### src/rtl/truth_table_scanner_if.sv
// Handshake and stimulus bundle between a scan controller, the truth table
// scanner and the 3-input circuit under test.
//   START, ABORT        : controller -> scanner (start a scan / abandon it)
//   A, B, C             : scanner -> circuit under test (vector bits 2..0)
//   Z                   : circuit under test -> scanner
//   BUSY, DONE          : scanner status (scan running / one-cycle completion)
//   TT, PASS, FAIL_IDX  : captured truth table and its verdict
// master = controller side, slave = scanner side.
interface truth_table_scanner_if;
  logic       START;
  logic       ABORT;
  logic       A;
  logic       B;
  logic       C;
  logic       Z;
  logic       BUSY;
  logic       DONE;
  logic [7:0] TT;
  logic       PASS;
  logic [2:0] FAIL_IDX;

  modport master (
    output START, ABORT, Z,
    input  A, B, C, BUSY, DONE, TT, PASS, FAIL_IDX
  );

  modport slave (
    input  START, ABORT, Z,
    output A, B, C, BUSY, DONE, TT, PASS, FAIL_IDX
  );
endinterface

### src/rtl/truth_table_scanner.sv
// Exhaustive truth-table scanner for a 3-input combinational circuit.
// Drives {A,B,C} through vectors 0..7, holding each for DWELL cycles, samples
// Z on the last cycle of each vector into TT[index], and on completion
// compares TT against EXPECTED, reporting PASS and the lowest mismatching
// vector index in FAIL_IDX.
// Ports:
//   CLK    : system clock, rising edge
//   RST_N  : asynchronous active-low reset
//   bus    : truth_table_scanner_if.slave (START/ABORT/Z in; A/B/C, BUSY,
//            DONE, TT, PASS, FAIL_IDX out)
// Parameters:
//   DWELL    : cycles each vector is held before Z is sampled (1..15)
//   EXPECTED : golden truth table, bit i = expected Z for vector i
module truth_table_scanner #(
  parameter int         DWELL    = 1,
  parameter logic [7:0] EXPECTED = 8'hB7
) (
  input logic                   CLK,
  input logic                   RST_N,
  truth_table_scanner_if.slave  bus
);

  typedef enum logic [1:0] {
    IDLE   = 2'd0,
    DRIVE  = 2'd1,
    FINISH = 2'd2
  } state_t;

  localparam logic [3:0] CNT_LAST = 4'(DWELL - 1);

  state_t     state;
  logic [2:0] idx;
  logic [3:0] cnt;
  logic [2:0] vec;
  logic       busy;
  logic       done;
  logic [7:0] tt;
  logic       pass;
  logic [2:0] fail_idx;
  logic [7:0] tt_sampled;

  // Lowest set bit of the mismatch mask; 0 when there is no mismatch.
  function automatic logic [2:0] lowest_set(input logic [7:0] v);
    logic [2:0] r;
    r = 3'd0;
    for (int i = 7; i >= 0; i--) begin
      if (v[i]) r = 3'(i);
    end
    return r;
  endfunction

  // Table as it will look after the current vector's sample lands, so the
  // verdict on the last sample edge already includes bit 7.
  always_comb begin
    tt_sampled      = tt;
    tt_sampled[idx] = bus.Z;
  end

  always_ff @(posedge CLK or negedge RST_N) begin
    if (!RST_N) begin
      state    <= IDLE;
      idx      <= 3'd0;
      cnt      <= 4'd0;
      vec      <= 3'd0;
      busy     <= 1'b0;
      done     <= 1'b0;
      tt       <= 8'h00;
      pass     <= 1'b0;
      fail_idx <= 3'd0;
    end else begin
      case (state)
        IDLE: begin
          done <= 1'b0;
          if (bus.START) begin
            state    <= DRIVE;
            busy     <= 1'b1;
            idx      <= 3'd0;
            cnt      <= 4'd0;
            vec      <= 3'd0;
            tt       <= 8'h00;
            pass     <= 1'b0;
            fail_idx <= 3'd0;
          end
        end

        DRIVE: begin
          if (bus.ABORT) begin
            // Abort beats a coinciding sample edge; partial TT is kept.
            state    <= IDLE;
            busy     <= 1'b0;
            vec      <= 3'd0;
            idx      <= 3'd0;
            cnt      <= 4'd0;
            pass     <= 1'b0;
            fail_idx <= 3'd0;
          end else if (cnt == CNT_LAST) begin
            tt  <= tt_sampled;
            cnt <= 4'd0;
            if (idx != 3'd7) begin
              idx <= idx + 3'd1;
              vec <= idx + 3'd1;
            end else begin
              state    <= FINISH;
              busy     <= 1'b0;
              done     <= 1'b1;
              pass     <= (tt_sampled == EXPECTED);
              fail_idx <= lowest_set(tt_sampled ^ EXPECTED);
            end
          end else begin
            cnt <= cnt + 4'd1;
          end
        end

        FINISH: begin
          // START is not looked at here; a held START restarts from IDLE.
          state <= IDLE;
          done  <= 1'b0;
          vec   <= 3'd0;
          idx   <= 3'd0;
        end

        default: begin
          state <= IDLE;
          busy  <= 1'b0;
          done  <= 1'b0;
          vec   <= 3'd0;
        end
      endcase
    end
  end

  assign bus.A        = vec[2];
  assign bus.B        = vec[1];
  assign bus.C        = vec[0];
  assign bus.BUSY     = busy;
  assign bus.DONE     = done;
  assign bus.TT       = tt;
  assign bus.PASS     = pass;
  assign bus.FAIL_IDX = fail_idx;

endmodule

### src/flat_wrapper.sv
// flat-port wrapper written by rule: the top's interface ports become plain ports
module truth_table_scanner_flat 
#(
  parameter int         DWELL    = 1,
  parameter logic [7:0] EXPECTED = 8'hB7
)
  (CLK, RST_N, bus_START, bus_ABORT, bus_Z, bus_A, bus_B, bus_C, bus_BUSY, bus_DONE, bus_TT, bus_PASS, bus_FAIL_IDX);
  truth_table_scanner_if bus_i ();
  input logic CLK;
  input logic RST_N;
  input wire logic [$bits(bus_i.START)-1:0] bus_START;
  input wire logic [$bits(bus_i.ABORT)-1:0] bus_ABORT;
  input wire logic [$bits(bus_i.Z)-1:0] bus_Z;
  output wire logic [$bits(bus_i.A)-1:0] bus_A;
  output wire logic [$bits(bus_i.B)-1:0] bus_B;
  output wire logic [$bits(bus_i.C)-1:0] bus_C;
  output wire logic [$bits(bus_i.BUSY)-1:0] bus_BUSY;
  output wire logic [$bits(bus_i.DONE)-1:0] bus_DONE;
  output wire logic [$bits(bus_i.TT)-1:0] bus_TT;
  output wire logic [$bits(bus_i.PASS)-1:0] bus_PASS;
  output wire logic [$bits(bus_i.FAIL_IDX)-1:0] bus_FAIL_IDX;
  assign bus_i.START = bus_START;
  assign bus_i.ABORT = bus_ABORT;
  assign bus_i.Z = bus_Z;
  assign bus_A = bus_i.A;
  assign bus_B = bus_i.B;
  assign bus_C = bus_i.C;
  assign bus_BUSY = bus_i.BUSY;
  assign bus_DONE = bus_i.DONE;
  assign bus_TT = bus_i.TT;
  assign bus_PASS = bus_i.PASS;
  assign bus_FAIL_IDX = bus_i.FAIL_IDX;
  truth_table_scanner #(.DWELL(DWELL), .EXPECTED(EXPECTED)) u_core (.CLK(CLK), .RST_N(RST_N), .bus(bus_i));
endmodule
### config.mk
export PLATFORM = sky130hd
export DESIGN_NAME = truth_table_scanner_flat
export DESIGN_NICKNAME = d
export VERILOG_FILES = /design/src/rtl/truth_table_scanner_if.sv /design/src/rtl/truth_table_scanner.sv /design/src/flat_wrapper.sv
export SDC_FILE = /design/constraint.sdc
export NUM_CORES = 1
export LEC_CHECK = 0
export ABC_CLOCK_PERIOD_IN_PS = 3000
export CELL_PAD_IN_SITES_DETAIL_PLACEMENT = 2
export CELL_PAD_IN_SITES_GLOBAL_PLACEMENT = 2
export CORE_MARGIN = 2
export CORE_UTILIZATION = 36
export DETAILED_ROUTE_END_ITERATION = 10
export HOLD_SLACK_MARGIN = 0.06
export PLACE_DENSITY_LB_ADDON = 0.08
export SETUP_SLACK_MARGIN = 0.2
export SLEW_MARGIN = 5
export SYNTH_ARGS = -nofsm -noshare
export SYNTH_HDL_FRONTEND = slang
export SYNTH_SLANG_ARGS = --single-unit
### constraint.sdc
create_clock -name CLK -period 3 [get_ports CLK]
set_input_delay 0.9 -clock CLK [delete_from_list [all_inputs] [get_ports CLK]]
set_output_delay 0.9 -clock CLK [all_outputs]
set_load 0.01 [all_outputs]
# After elaboration in Yosys (flattened, before gate mapping)
# Cells that the tools add are included.
# totals
reg_bits	26
output_inout_bits	17
elab_cells	87
# classes
add_sub_neg	2
magnitude_cmp	2
eq_ne	11
mux	48
bitwise	2
reduce_logical	13
# op_table
cell	n
3-bit two-way mux	15
8-bit two-way mux	3
8-bit case mux with 2 select lines	1
4-bit AND reduction	4
1-bit two-way mux	13
4-bit two-way mux	3
3-bit case mux with 2 select lines	2
3-bit case mux with 3 select lines	1
3-bit AND reduction	3
8-bit bitwise mux	1
8-bit == test (second input constant)	1
2-bit two-way mux	4
4-bit case mux with 2 select lines	1
2-bit != test (second input constant)	3
3-bit by 2-bit != test with 1-bit output (second input constant)	2
3-bit != test (second input constant)	2
6-bit inverter	1
4-bit by 1-bit adder with 4-bit output (second input constant)	1
4-bit logical NOT	1
3-bit by 4-bit less-than comparator with 1-bit output (second input constant)	1
2-bit case mux with 2 select lines	1
3-bit by 1-bit adder with 3-bit output (second input constant)	1
1-bit demux with 3-bit select	1
3-bit by 1-bit >= comparator with 1-bit output (second input constant)	1
other kinds (11)	11

# Logic depth before layout (Yosys ltp)
# logic_depth
ltp_word	18
ltp_mapped	7
mapped_depth_nobuf	7

# Worst setup path before layout
# No wires, ideal clock.
# synth_path
path_kind	input-to-reg
start	input port bus_Z
end	register u_core.fail_idx[0], in the netlist u_core.bus.FAIL_IDX[0]
setup_ps	126
arrival_ps	1891
required_ps	2874
slack_ps	984
path_stages	6
path_cell_list	buf_4 > inv_1 > a32o_1 > a221o_1 > a221oi_1 > o21ai_1
# synth_between
elab_chain_len	14
# synth_rtl
element	line_no	rtl
start: declaration	flat_wrapper.sv:13	input wire logic [$bits(bus_i.Z)-1:0] bus_Z;
8-bit bitwise mux (*)	truth_table_scanner.sv:56	tt_sampled[idx] = bus.Z;
6-bit inverter (no source line)	n/a	
3-bit two-way mux (7 in series)	truth_table_scanner.sv:47	if (v[i]) r = 3'(i);
3-bit two-way mux (*)	truth_table_scanner.sv:47	
3-bit two-way mux (*)	truth_table_scanner.sv:99	if (idx != 3'd7) begin
3-bit two-way mux (*)	truth_table_scanner.sv:96	end else if (cnt == CNT_LAST) begin
3-bit two-way mux (*)	truth_table_scanner.sv:87	if (bus.ABORT) begin
3-bit case mux with 2 select lines (*)	truth_table_scanner.sv:71	case (state)
end signal: assignment	truth_table_scanner.sv:107	fail_idx <= lowest_set(tt_sampled ^ EXPECTED);
end: declaration	truth_table_scanner.sv:39	logic [2:0] fail_idx;
# Mark *: on every way between the ends. The rest lies on a longest branch, timed or not. The select of a mux whose other input is x is not followed.
# A chain may end at the register's enable or synchronous reset.

# Final worst setup path
# Ends and elaborated chain as after synthesis.

==> metrics <==
yosys synthesis warning count=0; Clock Path Buffers=2; max-slew violation count=0; row count=24; clock power share=28.2%; share of layout cells above drive strength 1=12.12%; EDFF count, synth=0; max incr delay on CP=0.63 ns; Ports=22; IO Port Bufs=21; via count=1,472; Critical-path top delay cell=clkdlybuf4s50_1; Syn Area/Cell=9.073 sq um; Initial Utilization=about 37%; die area=5064 sq um; worst-path fanout max=6; setup total negative slack=0 ns; Switching Fraction=32.08%; post-route cell area=1911 sq um; clk_lat worst skew=0.28 ns; Mapped Nets=~190; Core Region=4354 sq um; placed inst area=around 1900 sq um; CP Launch Type=primary input; Max Cap Viol=0; postcts setup bufs=0; Antenna Nets Post-Route=0; synthesized area=1624 sq um; die width=slightly above 70 um; # DRC=0; hold buffer count at CTS=0; Area contributors post-synth=dfrtp_1 (40%), o21ai_0 (4.9%), nor2_1 (4.2%), ha_1 (3.1%), a21oi_1 (2.8%); Post-Synthesis Cells=179; Pwr Density=442.6 nW/um^2; GRT overflow=0; Worst Path Buf+Inv=2; switching power=271.2 uW; Tightest Hold Check Type=flop to flop; final setup fails=0; CTS H-tree lvls=1; Die Height=between 70 and 80 um; first-pass GRT wire length=8.431 mm; fin util=43.88%; Total Wirelength=roughly 5 mm; top-area cell type share of the netlist area=40.06%; CP Data Arrival Time=about 2.6 ns; number of global-route vias before repair=1,620; initial antenna violation count=0; Lkg Pwr=0.0007831 uW; hold_ws=0.4895 ns; RD Place Congestion=0.8004; unique cell type count in the Yosys netlist=50; clk root buf=clkbuf_8; Setup crit end kind=flop; delay-heaviest family, CP=compound AO/OA/AOI/OAI gates; minimum clock period=2.413 ns; WL/cell=19.50 um; maximum vdd drop=0.1957 mV; status=finished clean; Reg power frac=47.1%; largest net degree at the start of global routing=27; Cell Int Power=574.3 uW; Layout Area Growth over Synthesis=17.64%; RSZ-0062 raised after global routing=false; ant diodes=0; CTS tree=built; Worst Path Required=3.17 ns; clock skew=0.005546 ns; CP Cell Sequence=clkdlybuf4s50_1 > inv_1 > a32o_1 > a221o_1 > a221oi_1 > o21ai_1; Highest Clock Rate=approximately 0.41 GHz; All-Layer GR Usage=21.31%; Worst Tran Pin Value=about 0.56 ns; relative slew slack=roughly 62%; post-cts resize count=0; vias per cell=5.888; sequential-to-total area share from yosys stat=40.06%; detailed placement HPWL=3.566 mm; Synth Flop Type=dfrtp_1; Clock Sink Count=26; initial DRC count=50; Critical Setup Path Class=primary input to flop; post-synthesis async set-or-reset flop share=100.0%; Seq cells post-synth=26; share of the clock period used by the worst path=80.45%; Pre-antenna DRT Iters=4; Nets=about 210; Logic pwr share=24.7%; area leader, netlist=dfrtp_1; TritonCTS Buffers=3; Fin. Hold Viols=0; Clk pin slew, worst setup/hold paths=0.10 ns
worst reg2reg max path, cell delays in order (launching register included):
cell and delay, ns:
dfrtp_1 0.71, ha_1 0.26, ha_1 0.22, inv_1 0.07, a21oi_1 0.27, a21oi_2 0.16
nor3b_1 0.28, a21o_1 0.12
layout by cell type, fill, tap and decap left out, types with 2 or more instances in the layout:
| master | n |
|---|---|
| nor3_1 | 5 |
| a22o_1 | 3 |
| o22ai_1 | 5 |
| nand3b_1 | 2 |
| o21ai_1 | 9 |
| ha_1 | 4 |
| o21ai_0 | 16 |
| nand2_1 | 12 |
| inv_1 | 7 |
| a21oi_1 | 9 |
| nand4_1 | 2 |
| clkbuf_8 | 4 |
| nor2_1 | 18 |
| buf_4 | 3 |
| a31oi_1 | 2 |
| dfrtp_1 | 26 |
| mux2_2 | 4 |
| nor2b_1 | 5 |
| a21o_1 | 2 |
| nand3_1 | 5 |
| nor3b_4 | 2 |
| a32o_1 | 2 |
| clkdlybuf4s50_1 | 21 |
| nand2b_1 | 6 |
power groups by stage:
stage                     Combinational [uW]  Clock [uW]  Sequential, uW
after floorplan                          141           0             396
final                                    209         238             398
after global routing                     229         264             402
after detailed placement                 209           0             406
after global placement                   200           0             401
after CTS                                212         250             398
cell families (layout without fill, tap and decap cells):
group                      after synthesis  in the layout  share of synthesized area, %
AOI/OAI and AO/OA                       61             61                         24.42
muxes                                    5              5                         3.390
and+or+nand+nor                         67             67                         23.34
buffers and inverters                   16             35                         5.701
adders and majority gates                4              4                         3.082
DFF                                     26             26                         40.06
flip-flops by register name (all words and copies together), names as in the netlist:
name	cells
u_core.vec	3
u_core.bus.BUSY	1
u_core.cnt	4
u_core.bus.DONE	1
u_core.state	2
u_core.idx	3
u_core.bus.PASS	1
u_core.bus.TT	8
u_core.bus.FAIL_IDX	3
per-layer routing:
layer	part of all wire, %	track usage, %	wire length [um]
met2	49	35.19	2395
met3	2.7	2.279	132
met4	1.1	5.870	55
met1	47	29.67	2292
met5	0	0	0
path summary, 6_finish.rpt:
path / start / endpoint / slack (ns) / cells past startpoint
setup / recovery: bus_Z / u_core.bus.FAIL_IDX[0] / 0.59 / 6
hold reg to reg: u_core.bus.PASS / u_core.bus.PASS / 0.49 / 2
max in group asynchronous: RST_N / u_core.bus.TT[1] / 1.73 / 2
setup reg to reg: u_core.idx[1] / u_core.vec[0] / 0.85 / 7
hold / removal: u_core.bus.PASS / u_core.bus.PASS / 0.49 / 2
min in group asynchronous: RST_N / u_core.cnt[0] / 1.00 / 2
final cells by class:
cell class | instances | area (sq um)
inverter | 7 | 26.28
timing repair buffer | 24 | 232.7
sequential | 26 | 650.6
tap | 52 | 65.06
fill | 489 | 2444
clock buffer | 4 | 55.05
multi-input combinational | 137 | 880.8
metrics by stage:
step                setup slack (ns)  total power [uW]  cells
floorplan                     0.9836             536.8    179
global placement              0.4019             601.9    246
detailed placement            0.3241             614.7    246
CTS                           0.6233             860.2    250
global route                  0.5080             895.2    250
finish                        0.5865             845.6    250
cell usage after synthesis (2+ instances only):
master	count
a21o_1	2
nand2_1	12
nor3b_4	2
inv_1	7
dfrtp_1	26
buf_6	2
a32o_1	2
o21ai_0	16
nor3_1	5
o22ai_1	5
nor2_1	18
a22o_1	3
nand4_1	2
mux2_2	4
a21oi_1	9
buf_4	4
nor2b_1	5
nand2b_1	6
ha_1	4
nand3_1	5
a31oi_1	2
nand3b_1	2
o21ai_1	9
Note: power is estimated with default switching activity, not from simulation.
